## src/rtl/bcd_to_bin.sv

```systemverilog
`default_nettype none
// ============================================================================
//  Module      : bcd_to_bin
//  Description : Sequential BCD-to-binary converter (reverse double dabble).
//                Each iteration shifts {bcd, acc} right by one bit, then
//                subtracts 3 from every BCD digit that is 8 or more. After
//                4*DIGITS iterations acc holds the binary value.
//                Start/done handshake: en (sampled in IDLE) / rdy (1 cycle).
//  Revision    : 1.0  initial release
// ----------------------------------------------------------------------------
//  Parameters  : DIGITS    number of BCD digits on bcd_d_in (default 4)
//                BIN_W     width of bin_d_out (default 12)
//  Ports       : clk        system clock, rising edge
//                rst_n      synchronous active-low reset
//                en         start strobe, sampled only in IDLE
//                bcd_d_in   packed BCD input, digit 0 in [3:0]
//                bin_d_out  converted binary (low BIN_W bits of result)
//                rdy        one-cycle done pulse, outputs valid from it
//                ovf        result does not fit in BIN_W bits
//                err        input held a nibble > 9 (checking build only)
//  Macro       : BCD2BIN_CHECK_EN  when defined, invalid digits are detected
//                in SETUP and reported through err with an immediate DONE.
//                When undefined, err is tied to 0.
// ============================================================================
module bcd_to_bin #(
  parameter int DIGITS = 4,
  parameter int BIN_W  = 12
) (
  input  logic                  clk,
  input  logic                  rst_n,
  input  logic                  en,
  input  logic [4*DIGITS-1:0]   bcd_d_in,
  output logic [BIN_W-1:0]      bin_d_out,
  output logic                  rdy,
  output logic                  ovf,
  output logic                  err
);

  localparam int              ACC_W    = 4 * DIGITS;
  localparam int              CNT_W    = $clog2(ACC_W + 1);
  localparam logic [CNT_W-1:0] LAST_CNT = CNT_W'(ACC_W - 1);

  typedef enum logic [2:0] {
    S_IDLE   = 3'd0,
    S_SETUP  = 3'd1,
    S_SHIFT  = 3'd2,
    S_ADJUST = 3'd3,
    S_DONE   = 3'd4
  } state_t;

  state_t              state;
  state_t              state_nxt;
  logic [ACC_W-1:0]    bcd_r;
  logic [ACC_W-1:0]    acc_r;
  logic [CNT_W-1:0]    cnt_r;
  logic [ACC_W-1:0]    bcd_adj;
  logic [BIN_W-1:0]    acc_res;
  logic                acc_ovf;

  // A digit is >= 8 exactly when its MSB is set, so the compare is one bit.
  for (genvar g = 0; g < DIGITS; g++) begin : g_adj
    assign bcd_adj[4*g +: 4] = bcd_r[4*g+3] ? (bcd_r[4*g +: 4] - 4'd3)
                                            : bcd_r[4*g +: 4];
  end

  if (BIN_W >= ACC_W) begin : g_res_wide
    assign acc_res = BIN_W'(acc_r);
    assign acc_ovf = 1'b0;
  end else begin : g_res_narrow
    assign acc_res = acc_r[BIN_W-1:0];
    assign acc_ovf = |acc_r[ACC_W-1:BIN_W];
  end

`ifdef BCD2BIN_CHECK_EN
  logic bad_digit;
  logic err_r;

  always_comb begin
    bad_digit = 1'b0;
    for (int i = 0; i < DIGITS; i++) begin
      if (bcd_d_in[4*i +: 4] > 4'd9) bad_digit = 1'b1;
    end
  end

  assign err = err_r;
`else
  assign err = 1'b0;
`endif

  // State register
  always_ff @(posedge clk) begin
    if (!rst_n) state <= S_IDLE;
    else        state <= state_nxt;
  end

  // Next-state logic
  always_comb begin
    state_nxt = state;
    case (state)
      S_IDLE:   if (en) state_nxt = S_SETUP;
`ifdef BCD2BIN_CHECK_EN
      S_SETUP:  state_nxt = bad_digit ? S_DONE : S_SHIFT;
`else
      S_SETUP:  state_nxt = S_SHIFT;
`endif
      S_SHIFT:  state_nxt = S_ADJUST;
      S_ADJUST: state_nxt = (cnt_r == LAST_CNT) ? S_DONE : S_SHIFT;
      S_DONE:   state_nxt = S_IDLE;
      default:  state_nxt = S_IDLE;
    endcase
  end

  assign rdy = (state == S_DONE);

  // Datapath and output registers
  always_ff @(posedge clk) begin
    if (!rst_n) begin
      bcd_r     <= '0;
      acc_r     <= '0;
      cnt_r     <= '0;
      bin_d_out <= '0;
      ovf       <= 1'b0;
`ifdef BCD2BIN_CHECK_EN
      err_r     <= 1'b0;
`endif
    end else begin
      case (state)
        S_SETUP: begin
          bcd_r <= bcd_d_in;
          acc_r <= '0;
          cnt_r <= '0;
`ifdef BCD2BIN_CHECK_EN
          err_r <= bad_digit;
          if (bad_digit) begin
            bin_d_out <= '0;
            ovf       <= 1'b0;
          end
`endif
        end
        S_SHIFT: begin
          {bcd_r, acc_r} <= {bcd_r, acc_r} >> 1;
        end
        S_ADJUST: begin
          bcd_r <= bcd_adj;
          cnt_r <= cnt_r + CNT_W'(1);
          // acc is already final after the last shift; latch it on the
          // edge that enters DONE.
          if (cnt_r == LAST_CNT) begin
            bin_d_out <= acc_res;
            ovf       <= acc_ovf;
          end
        end
        default: ;
      endcase
    end
  end

endmodule
`default_nettype wire

```

## config.mk

```make
export PLATFORM = sky130hd
export DESIGN_NAME = bcd_to_bin
export DESIGN_NICKNAME = d
export VERILOG_FILES = /design/src/rtl/bcd_to_bin.sv
export SDC_FILE = /design/constraint.sdc
export NUM_CORES = 1
export LEC_CHECK = 0
export BUFFER_PORTS_ARGS = -buffer_cell sky130_fd_sc_hd__buf_2
export CAP_MARGIN = 5
export CORE_ASPECT_RATIO = 0.75
export CORE_MARGIN = 8
export CORE_UTILIZATION = 35
export DETAILED_ROUTE_END_ITERATION = 16
export PLACE_DENSITY = 0.62
export SYNTH_ARGS = -nofsm -noshare
export SYNTH_HDL_FRONTEND = slang
export SYNTH_SLANG_ARGS = --single-unit
```

## constraint.sdc

```tcl
create_clock -name clk -period 2.3 [get_ports clk]
set_input_delay 0.46 -clock clk [delete_from_list [all_inputs] [get_ports clk]]
set_output_delay 0.46 -clock clk [all_outputs]
set_load 0.05 [all_outputs]
```

# Word-level counts from Yosys, hierarchy flattened
# Cells that the tools add are included.
# op_classes
add_sub_neg	5
reduce_logical	10
eq_ne	10
mux	10
# ops
operator	count
case mux 16 bit (3 select lines)	1
case mux 16 bit (2 select lines)	1
2-to-1 mux 4 bit	4
subtractor 4 x 2 -> 4 bit, second input constant	4
case mux 3 bit (4 select lines)	1
!= test 2 bit, second input constant	5
case mux 5 bit (2 select lines)	1
AND reduction 2 bit	5
equality test 3 x 2 -> 1 bit, second input constant	2
2-to-1 mux 3 bit	2
adder 5 x 1 -> 5 bit, second input constant	1
equality test 5 x 4 -> 1 bit, second input constant	1
nonzero test 2 bit	2
OR reduction 4 bit	1
equality test 3 x 1 -> 1 bit, second input constant	1
equality test 3 bit, second input constant	1
zero test 3 bit	1
nonzero test 3 bit	1
# totals
in_bits	19
elab_cells	45
regBits	53

# Depth between registers and ports, before layout
# depth
ltp_word	3
mapped_depth	8
depth_no_buf	7

# Least setup slack after synthesis
# No wires, ideal clock.
# synth_timing
path_kind	reg-to-output
from	reg state[2]
to	out rdy
slack_ns	-0.089
n_path_buf	1
path_stages_with_launch	3
arrival_time_ns	1.929
required_ns	1.840
cell_sequence	dfxtp_1 buf_2 nor3b_1
# synth_via
elab_chain_cells	1
# synth_lines
element	line_no	rtl
start: declaration	51	state_t state;
start signal: assignment	93	else state <= state_nxt;
equality test 3 bit	113	assign rdy = (state == S_DONE);
end: declaration	34	output logic rdy,
# No other way between the ends.

# Worst setup path after layout
# Ends and elaborated chain as after synthesis.

==> impl_metrics.tcl <==
set metrics [dict create \
    status "complete, no violations" \
    p_seq_share_pct 55.4 \
    rows 27 \
    arrival_ns 1.33 \
    clk_latency_ns 0.31 \
    clockRootBuffer "clkbuf_8" \
    irDropWorstVdd_v 0.000285 \
    grt_antenna_before_repair 0 \
    stdcell_area_mm2 0.00288 \
    htreeDepth 2 \
    yosysMostFrequentCell "dfxtp_1" \
    cts_setup_buffers 0 \
    place.gp.congestion 0.784 \
    placement.io_buffers 32 \
    setup_tns_ns 0 \
    synthCells 288 \
    synthArstFlopShare_pct 0 \
    swShare_pct 29.0 \
    leakagePower_nw 1.08 \
    power_switching_mw 0.522 \
    start_util_pct 35.6 \
    areaGrowthSynthToFinish_pct 11.8 \
    yosys.area.top_type "dfxtp_1" \
    clock.fmax_mhz 559 \
    crit_required_ns 1.84 \
    timing.final.hold_violations 0 \
    drive_gt1_share_pct 20.3 \
    syn-cell-area_mm2 0.00257 \
    vias 2130 \
    die_area_mm2 0.0104 \
    cts.path.max_buffers 2 \
    power_frac_comb_pct 14.1 \
    num_io_pins 34 \
    hold_path_class "primary input to flop" \
    drt_first_pass_iters 4 \
    grt_overflow_total 0 \
    drt-vias-per-instance 5.11 \
    nets 340 \
    end_kind "output pin" \
    grt_first_pass_wirelength_um 9560 \
    slowest_stage "dfxtp_1" \
    first_global_vias 1979 \
    drv_slew 0 \
    finClkSkew_ns 0.0115 \
    hold_buffers 0 \
    final_cells 417 \
    antennaDiodeCount 0 \
    cpPeakStageDelay_ns 0.48 \
    routed_wl_um 5640 \
    place_inst 409 \
    final.setup.worst_slack_ns 0.512 \
    grt_max_degree 47 \
    setup_violations 0 \
    ys_seq_elements 53 \
    synth-main-ff-cell "dfxtp_1" \
    critPathMaxFanout 7 \
    core-area_mm2 0.00723 \
    finalCritPeriodShare_pct 77.7 \
    fp.dieH_um 90.3 \
    detail-route-antenna-nets 0 \
    synth-edff-count 0 \
    synth_warnings 0 \
    synth_top_area_share_pct 41.2 \
    route.detailed.drc 0 \
    rsz0062_at_grt "false" \
    syn_nets 313 \
    clk_pin_slew_ns 0.10 \
    avgRoutedWirePerCell_um 13.5 \
    avgSynthCellArea_um2 8.94 \
    numCtsBuffers 5 \
    ys_types 41 \
    worstPathCellList "nor3b_2, buf_2" \
    drtIter0Drc 141 \
    ys_seq_area_share_pct 41.2 \
    maxCapViolCount 0 \
    clock_sinks 53 \
    intPower_mw 1.28 \
    cts_tree "done" \
    dp_hpwl_um 3930 \
    pre_cts_ws_ns 0.651 \
    period_needed_ns 1.79 \
    grt_usage_pct 11.1 \
    power_density_mw_per_mm2 626 \
    clkPwrFrac_pct 30.5 \
    yosys-top-cells-count "dfxtp_1, a21oi_1, nand2_1" \
    worstSetupStartpointType "flop" \
    path_class "flop to output pin" \
    die_x_um 115 \
    synth_top_cells_by_area "dfxtp_1, a21oi_1, nor2b_1" \
    cts_resized 0 \
    dpl_cell_area_mm2 0.00278 \
]
-- final cells by class --
| cell class | instances | area, um^2 |
|---|---|---|
| multi-input combinational | 200 | 1320 |
| sequential | 53 | 1060 |
| timing repair buffer | 39 | 213 |
| tap | 101 | 126 |
| clock buffer | 5 | 68.8 |
| inverter | 16 | 60.1 |
| clock inverter | 3 | 25.0 |
| fill | 785 | 4350 |
-- registers in the layout, indices dropped and copies added, names as in the netlist --
signal / cells
ovf: 1
acc_r: 16
bin_d_out: 12
bcd_r: 16
state: 3
cnt_r: 5
-- stage by stage --
step	hold slack [ns]	util [%]	power (mW)
5_1_grt	0.412	39.8	1.89
2_1_floorplan	0.430	-	1.22
4_1_cts	0.404	39.8	1.82
6_report	0.401	39.8	1.80
3_5_place_dp	0.446	38.5	1.27
3_3_place_gp	0.442	38.5	1.27
-- routing by layer --
| layer | global-route usage (%) | wire [um] |
|---|---|---|
| met1 | 15.0 | 2890 |
| met2 | 16.8 | 2390 |
| met3 | 3.21 | 305 |
| met4 | 2.94 | 52 |
| met5 | 0 | 0 |
-- power by group through the flow --
stage	combinational, mW	clock, mW	sequential [mW]
after floorplan	0.214	0	1.00
after global placement	0.248	0	1.02
after CTS	0.254	0.573	0.998
after detailed placement	0.253	0	1.02
final	0.254	0.549	0.998
after global routing	0.284	0.605	1.01
-- path summary, 6_finish.rpt --
kind	slack, ns	start	endpoint	cells past startpoint
hold reg to reg	0.46	bin_d_out[7]	bin_d_out[7]	2
hold / removal	0.40	en	state[0]	3
setup / recovery	0.51	state[2]	rdy	2
setup reg to reg	0.60	state[0]	acc_r[13]	5
-- kinds of logic (layout without fill, tap and decap cells) --
group                      after synthesis  in the layout  synth area share [%]
adders and majority gates                6              6                  2.92
DFF                                     53             53                  41.2
other                                    1              1                 0.146
buffers and inverters                   35             63                  7.58
xor gates and xnor gates                 4              4                  1.36
and+or+nand+nor                         82             82                  17.3
AOI/OAI and AO/OA                      107            107                  29.5
-- cell usage in the layout (no fill, tap or decap), drive strengths merged --
master and n:
a32o 4, nor2 11, nand2b 3, a211oi 4, clkinvlp 1, nor3b 3
or2 1, o21bai 1, xor2 4, clkinv 1, o21ai 20, nor2b 21
dfxtp 53, o2bb2ai 1, o21a 4, and3 2, and2b 1, and2 2
a21boi 14, nor3 3, inv 17, ha 6, buf 39, clkbuf 5
a2111oi 7, a22oi 16, a21oi 31, nand3 3, o41ai 1, conb 1
nand2 32, o21ba 1, a22o 3
-- worst max-delay path: cells and delay by family (launching register included) --
family	cells	cell delay, ns
buffers and inverters	1	0.30
DFF	1	0.48
and+or+nand+nor	1	0.25
Power figures use the tool's default switching activity.
